File: config.mk
export PLATFORM = sky130hd
export DESIGN_NAME = sim_control
export DESIGN_NICKNAME = d
export VERILOG_FILES = /design/src/rtl/sim_control.sv
export SDC_FILE = /design/constraint.sdc
export NUM_CORES = 1
export LEC_CHECK = 0
export CAP_MARGIN = 10
export CORE_ASPECT_RATIO = 1.25
export CORE_MARGIN = 2
export CORE_UTILIZATION = 32
export CTS_BUF_LIST = sky130_fd_sc_hd__clkbuf_2 sky130_fd_sc_hd__clkbuf_4 sky130_fd_sc_hd__clkbuf_8
export CTS_CLUSTER_DIAMETER = 60
export DETAILED_ROUTE_END_ITERATION = 8
export PLACE_DENSITY = 0.73
export RECOVER_POWER = 100
export SLEW_MARGIN = 0
export SYNTH_ARGS = -nofsm -noshare
export SYNTH_HDL_FRONTEND = slang
export SYNTH_SLANG_ARGS = --single-unit
File: constraint.sdc
create_clock -name clk -period 0.85 [get_ports clk]
set_clock_uncertainty 0.15 [all_clocks]
set_input_delay 0.085 -clock clk [delete_from_list [all_inputs] [get_ports clk]]
set_output_delay 0.085 -clock clk [all_outputs]
set_load 0.02 [all_outputs]
File: src/rtl/sim_control.sv
// Simulation control device: an OCP slave with one 32-bit control register.
// Writing bit 0 = 1 ends the simulation; bit 31 selects normal or error status.
module sim_control (
  input  logic        clk,
  input  logic        nrst,
  input  logic [31:0] i_MAddr,
  input  logic [2:0]  i_MCmd,
  input  logic [31:0] i_MData,
  input  logic [3:0]  i_MByteEn,
  output logic        o_SCmdAccept,
  output logic [31:0] o_SData,
  output logic [1:0]  o_SResp
);

  localparam logic [2:0] CMD_IDLE    = 3'd0;
  localparam logic [2:0] CMD_WR      = 3'd1;
  localparam logic [2:0] CMD_RD      = 3'd2;
  localparam logic [1:0] RESP_NULL   = 2'd0;
  localparam logic [1:0] RESP_DVA    = 2'd1;
  localparam logic [1:0] RESP_ERR    = 2'd3;
  localparam logic [9:0] CTRLREG_IDX = 10'd0;

  logic [31:0] r_ctrl;
  logic [31:0] r_sdata;
  logic [1:0]  r_sresp;
  logic [31:0] w_ctrl_next;
  logic        w_hit;
  logic        w_wr_ctrl;
  logic        w_rd_ctrl;
  logic        w_trigger;
  logic        w_unused;

  // Only word index [11:2] is decoded; the rest of the address is don't-care.
  assign w_hit     = (i_MAddr[11:2] == CTRLREG_IDX);
  assign w_wr_ctrl = (i_MCmd == CMD_WR) && w_hit;
  assign w_rd_ctrl = (i_MCmd == CMD_RD) && w_hit;
  assign w_trigger = w_wr_ctrl && i_MByteEn[0] && i_MData[0];
  assign w_unused  = ^{i_MAddr[31:12], i_MAddr[1:0]};

  generate
    for (genvar gi = 0; gi < 4; gi++) begin : g_byte
      assign w_ctrl_next[8*gi +: 8] = i_MByteEn[gi] ? i_MData[8*gi +: 8]
                                                     : r_ctrl[8*gi +: 8];
    end
  endgenerate

  assign o_SCmdAccept = nrst && (i_MCmd != CMD_IDLE);
  assign o_SData      = r_sdata;
  assign o_SResp      = r_sresp;

  always_ff @(posedge clk or negedge nrst) begin
    if (!nrst) begin
      r_ctrl  <= '0;
      r_sdata <= '0;
      r_sresp <= RESP_NULL;
    end else begin
      if (w_wr_ctrl) begin
        r_ctrl <= w_ctrl_next;
      end
      r_sdata <= w_rd_ctrl ? r_ctrl : '0;
      case (i_MCmd)
        CMD_IDLE:       r_sresp <= RESP_NULL;
        CMD_WR, CMD_RD: r_sresp <= RESP_DVA;
        default:        r_sresp <= RESP_ERR;
      endcase
    end
  end

`ifndef SYNTHESIS
  logic r_trig;
  logic r_finish;

  always_ff @(posedge clk or negedge nrst) begin
    if (!nrst) begin
      r_trig   <= 1'b0;
      r_finish <= 1'b0;
    end else begin
      r_trig   <= w_trigger;
      r_finish <= r_trig;
    end
  end

  always @(posedge clk) begin
    if (nrst && w_trigger) begin
      if (w_ctrl_next[31])
        $display("[%0t] Simulation finished: ERROR termination", $time);
      else
        $display("[%0t] Simulation finished: normal termination", $time);
    end
  end

  // Stop half a cycle after the DVA edge so the master has sampled the response.
  always @(negedge clk) begin
    if (r_finish) $finish;
  end
`endif

endmodule

**Word level (Yosys, flattened, before mapping)**

Index checks and enable logic that the tools add are counted.

- Output and inout bits: 35
- Register bits after elaboration: 66
- Logic and storage cells: 21
- Bits of input ports: 73

- Equality and inequality tests: 2
- Reduce and logical (&&, ||, !) cells: 11
- Muxes and demuxes: 2

Operators with widths:

| cell | count |
|---|---|
| 32-bit 2-to-1 mux | 1 |
| 10-bit zero test | 1 |
| 2-bit AND reduction | 4 |
| 2-bit case mux with 2 select lines | 1 |
| 3-bit by 1-bit == test with 1-bit output, second input constant | 1 |
| 3-bit by 2-bit == test with 1-bit output, second input constant | 1 |
| 1-bit logical AND | 3 |
| 3-bit zero test | 1 |
| 3-bit nonzero test | 1 |
| 2-bit OR reduction | 1 |

**Logic depth before layout (Yosys ltp)**

- Word-level depth: 3
- Gate-level depth with buffers: 5

**Worst setup path after synthesis**

OpenSTA, ideal clock, no wires.

- Path type: in2reg
- Start: input i_MAddr[8]
- End: register r_ctrl[10]
- Setup slack: -1.062 ns
- Path buffers: 1
- Library setup time: 0.125 ns
- Arrival time: 1.637 ns
- Stages: 4
- Path through: or4_1 buf_2 nor4_4 mux2_2

- Cells in the longest elaborated chain, start to end: 3

Ends and longest elaborated chain:

| item | line | text |
|---|---|---|
| from (decl) | 6 | `input logic [31:0] i_MAddr,` |
| 10-bit zero test | 34 | `assign w_hit = (i_MAddr[11:2] == CTRLREG_IDX);` |
| 1-bit logical AND | 35 | `assign w_wr_ctrl = (i_MCmd == CMD_WR) && w_hit;` |
| 2-bit AND reduction (no source line) | - |  |
| to (signal assigned) | 58 | `r_ctrl <= w_ctrl_next;` |
| to (decl) | 23 | `logic [31:0] r_ctrl;` |

Every way passes these cells.
A chain may end at the register's enable or synchronous reset.

**Final worst setup path**

- Start: input i_MAddr[10]
- End: register r_ctrl[30]

Same word-level chain as after synthesis.

==> Flow_metrics.wiki <==
{| class="wikitable"
! Metric !! Value
|-
| Die height || 101 um
|-
| Global routing met1 resource utilization || 18.4%
|-
| Unrepaired setup endpoints after global routing || true
|-
| Sequential group share of total power || 50.3%
|-
| Total Die Area || 0.00825 sq mm
|-
| Part of the power in combinational logic || 6.4%
|-
| Net switching power || 1.27 mW
|-
| Cell Rows || 35
|-
| Nets || 336
|-
| Total global routing track utilization || 14.7%
|-
| Maximum number of pins on one net before global-route repair || 67
|-
| Beginning of the critical path || i_MAddr[10]
|-
| CTS tree || yes
|-
| Final Max Tran Viols || 0
|-
| Vias per cell || 4.45
|-
| DIE WIDTH || 81.7 um
|-
| Proportion of power drawn by the clock network || 43.3%
|-
| Number of instances in the synthesized netlist || 152
|-
| Area of the mapped netlist || 0.00241 sq mm
|-
| Endpoint of the lowest-slack register-to-register path || r_ctrl[30]$_DFFE_PN0P_
|-
| Total number of vias || 1,599
|-
| Area grow syn2layout || 66.5%
|-
| Yosys top cell area share || 68.5%
|-
| Final Total Pwr || 6.27 mW
|-
| Ys Warns || 0
|-
| Lkg Pwr || 1.98 nW
|-
| Detail Route Antenna Nets || 0
|-
| Wire length per cell after detailed routing || 14.8 um
|-
| Final WS setup || -0.714 ns
|-
| Met3 Track Usage GR || 5.11%
|-
| Origin of the critical flop-to-flop path || r_ctrl[30]$_DFFE_PN0P_
|-
| CTS clk-pin slew, worst paths || 0.07 ns
|-
| Crit path launch type || input port
|-
| Largest fanout on the critical path || 5
|-
| Unique masters post-synth || 13
|-
| GR peak layer || met2
|-
| Critical Path Sink Type || flop
|-
| Cell internal power dissipation || 5.00 mW
|-
| Cell area power density || 1560 mW/mm^2
|-
| Ant diodes || 0
|-
| Fill cell count || 638
|-
| Top-level port count || 108
|-
| Final min period || 1.56 ns
|-
| R2r worst-path depth || 1
|-
| Number of buffers between clock root and the deepest sink || 2
|-
| Final clock period utilization by the worst path || 184%
|-
| Sinks on Clock Net || 66
|-
| Most area-hungry cell type in the Yosys netlist || sky130_fd_sc_hd__dfrtp_1
|-
| Max Clock Freq || 639 MHz
|-
| Starting density of the core || 32.8%
|-
| HPWL Detailed || 3.45 mm
|-
| Worst supply voltage drop on vdd || 0.00113 V
|-
| First-pass GRT wire length || 8.82 mm
|-
| First-iteration detailed-routing DRC count || 58
|-
| Worst min path class || in2async
|-
| Worst setup path endpoint || r_ctrl[30]$_DFFE_PN0P_
|-
| Reg2Reg Setup Slack || -0.08 ns
|-
| Core Region || 0.00736 sq mm
|-
| Leading cell types by total area after synthesis || sky130_fd_sc_hd__dfrtp_1, sky130_fd_sc_hd__mux2_2, sky130_fd_sc_hd__and2_1, sky130_fd_sc_hd__nor4_4, sky130_fd_sc_hd__nand3b_1
|-
| Antenna violations before repair || 0
|-
| Max capacitance violation total || 0
|-
| Final setup viols || 99
|-
| CTS H-tree lvls || 3
|-
| Data required, critical path || 0.92 ns
|-
| Seq cells post-synth || 66
|-
| Detailed-route DRC error count || 0
|-
| Via count of the first global-routing pass || 1,707
|-
| Post-synthesis net count || 225
|-
| Average cell area after synthesis || 15.9 sq um
|-
| Slew Limit Headroom || 61.1%
|-
| Switching portion of total power || 20.3%
|-
| Routed Wire Length || 5.31 mm
|-
| Arr. time, crit path || 1.63 ns
|-
| Failing checks || hold timing, setup timing
|-
| Share of the yosys chip area belonging to registers || 68.5%
|-
| Buffers added on ports || 85
|-
| Number of failing hold endpoints at the final stage || 67
|-
| Final Wtd Congestion || 0.684
|-
| Detailed-router iteration count before antenna repair || 4
|-
| Proportion of layout cells with a drive suffix above 1 || 53.2%
|-
| Actual slew at the worst max-slew pin || 0.584 ns
|-
| Later-pin clock latency in the skew report || 0.33 ns
|-
| Library cell used as clock root buffer || sky130_fd_sc_hd__clkbuf_8
|-
| Hold slack final || -0.164 ns
|-
| Aggregate global routing overflow || 0
|-
| Number of buffers created by CTS || 9
|-
| Critical path class || in2reg
|-
| Outcome || complete, but fails checks
|-
| Grt met2 use || 22.3%
|}
==> repair_timing <==
action                                 in CTS  in global routing
resized for setup                         296                 28
setup endpoints to repair                 100                146
cloned                                      2                  0
endpoints found under the hold margin      67                 67
buffers inserted                            3                  2
pin swaps                                  21                 15
==> critical path, stage by stage <==
cell                     delay, ns
sky130_fd_sc_hd__buf_6        0.09
sky130_fd_sc_hd__or4_4        0.63
sky130_fd_sc_hd__nor4_4       0.31
sky130_fd_sc_hd__buf_4        0.21
sky130_fd_sc_hd__mux2_4       0.31
==> layout by cell type, fill, tap and decap left out, types with 2 or more instances in the layout <==
| cell type | count |
|---|---|
| sky130_fd_sc_hd__or4_4 | 2 |
| sky130_fd_sc_hd__buf_6 | 47 |
| sky130_fd_sc_hd__buf_8 | 2 |
| sky130_fd_sc_hd__mux2_4 | 32 |
| sky130_fd_sc_hd__clkbuf_8 | 12 |
| sky130_fd_sc_hd__and2_4 | 21 |
| sky130_fd_sc_hd__buf_12 | 3 |
| sky130_fd_sc_hd__clkbuf_1 | 2 |
| sky130_fd_sc_hd__clkdlybuf4s50_1 | 36 |
| sky130_fd_sc_hd__clkbuf_2 | 2 |
| sky130_fd_sc_hd__nand3b_1 | 4 |
| sky130_fd_sc_hd__and2_1 | 12 |
| sky130_fd_sc_hd__buf_2 | 6 |
| sky130_fd_sc_hd__nor4_4 | 5 |
| sky130_fd_sc_hd__dfrtp_1 | 66 |
| sky130_fd_sc_hd__buf_4 | 5 |
| sky130_fd_sc_hd__clkdlybuf4s15_1 | 2 |
==> per-layer routing <==
layer | up-vias | share of wire (%)
met5 | - | 0
met4 | 0 | 2.0
met3 | 9 | 7.0
met2 | 59 | 50
met1 | 795 | 41
li1 | 736 | -
==> how the worst min path moves through the flow <==
stage	startpoint	end	slack, ns	depth (start not counted)
floorplan	nrst	o_SData[0]$_DFF_PN0_	-0.36	0
global placement	nrst	o_SData[21]$_DFF_PN0_	0.22	2
detailed placement	nrst	o_SData[16]$_DFF_PN0_	0.24	2
CTS	nrst	o_SData[16]$_DFF_PN0_	-0.14	2
global route	nrst	o_SData[16]$_DFF_PN0_	-0.11	2
finish	nrst	o_SData[20]$_DFF_PN0_	-0.16	2
==> registers in the layout, indices dropped and copies added, names as in the netlist <==
| name | count |
|---|---|
| o_SResp | 2 |
| r_ctrl | 32 |
| o_SData | 32 |
==> area by class of cell <==
class	count	area [sq um]	share of cell area, %
sequential	66	1650	41.1
timing repair buffer	106	1110	27.7
multi-input combinational	80	930	23.1
clock buffer	13	173	4.30
tap	92	115	2.87
clock inverter	2	35.0	0.872
==> through the flow <==
| step | utilization [%] | TNS, ns | instance area, sq um | setup WS (ns) | instances |
|---|---|---|---|---|---|
| floorplan | - | -58.29 | 2440 | -0.981 | 152 |
| global placement | 47.7 | -108.28 | 3510 | -1.39 | 339 |
| detailed placement | 47.7 | -112.31 | 3510 | -1.37 | 339 |
| CTS | 54.3 | -50.01 | 4000 | -0.699 | 359 |
| global route | 54.6 | -52.34 | 4020 | -0.726 | 359 |
| finish | 54.6 | -48.36 | 4020 | -0.714 | 359 |
==> synth_stat cells, drive strengths merged <==
cell type  instances
buf                2
or4                2
mux2              32
nand2b             1
clkbuf             4
or3                2
dfrtp             66
and2              33
nor4               5
nand3b             4
a21o               1
==> logic make-up (layout without fill, tap and decap cells) <==
kind of cell | after synthesis | count (layout) | synth area share [%]
mux | 32 | 32 | 14.9
compound gates | 1 | 1 | 0.311
simple gates | 47 | 47 | 15.2
buf+inv | 6 | 121 | 1.04
flops | 66 | 66 | 68.5
==> power groups by stage <==
stage	combinational [mW]	sequential (mW)	clock, mW
3_3_place_gp	0.400	3.21	0
6_report	0.400	3.15	2.72
2_1_floorplan	0.0542	3.22	0
4_1_cts	0.416	3.15	2.78
3_5_place_dp	0.404	3.21	0
5_1_grt	0.440	3.15	2.94
Power figures use the tool's default switching activity.
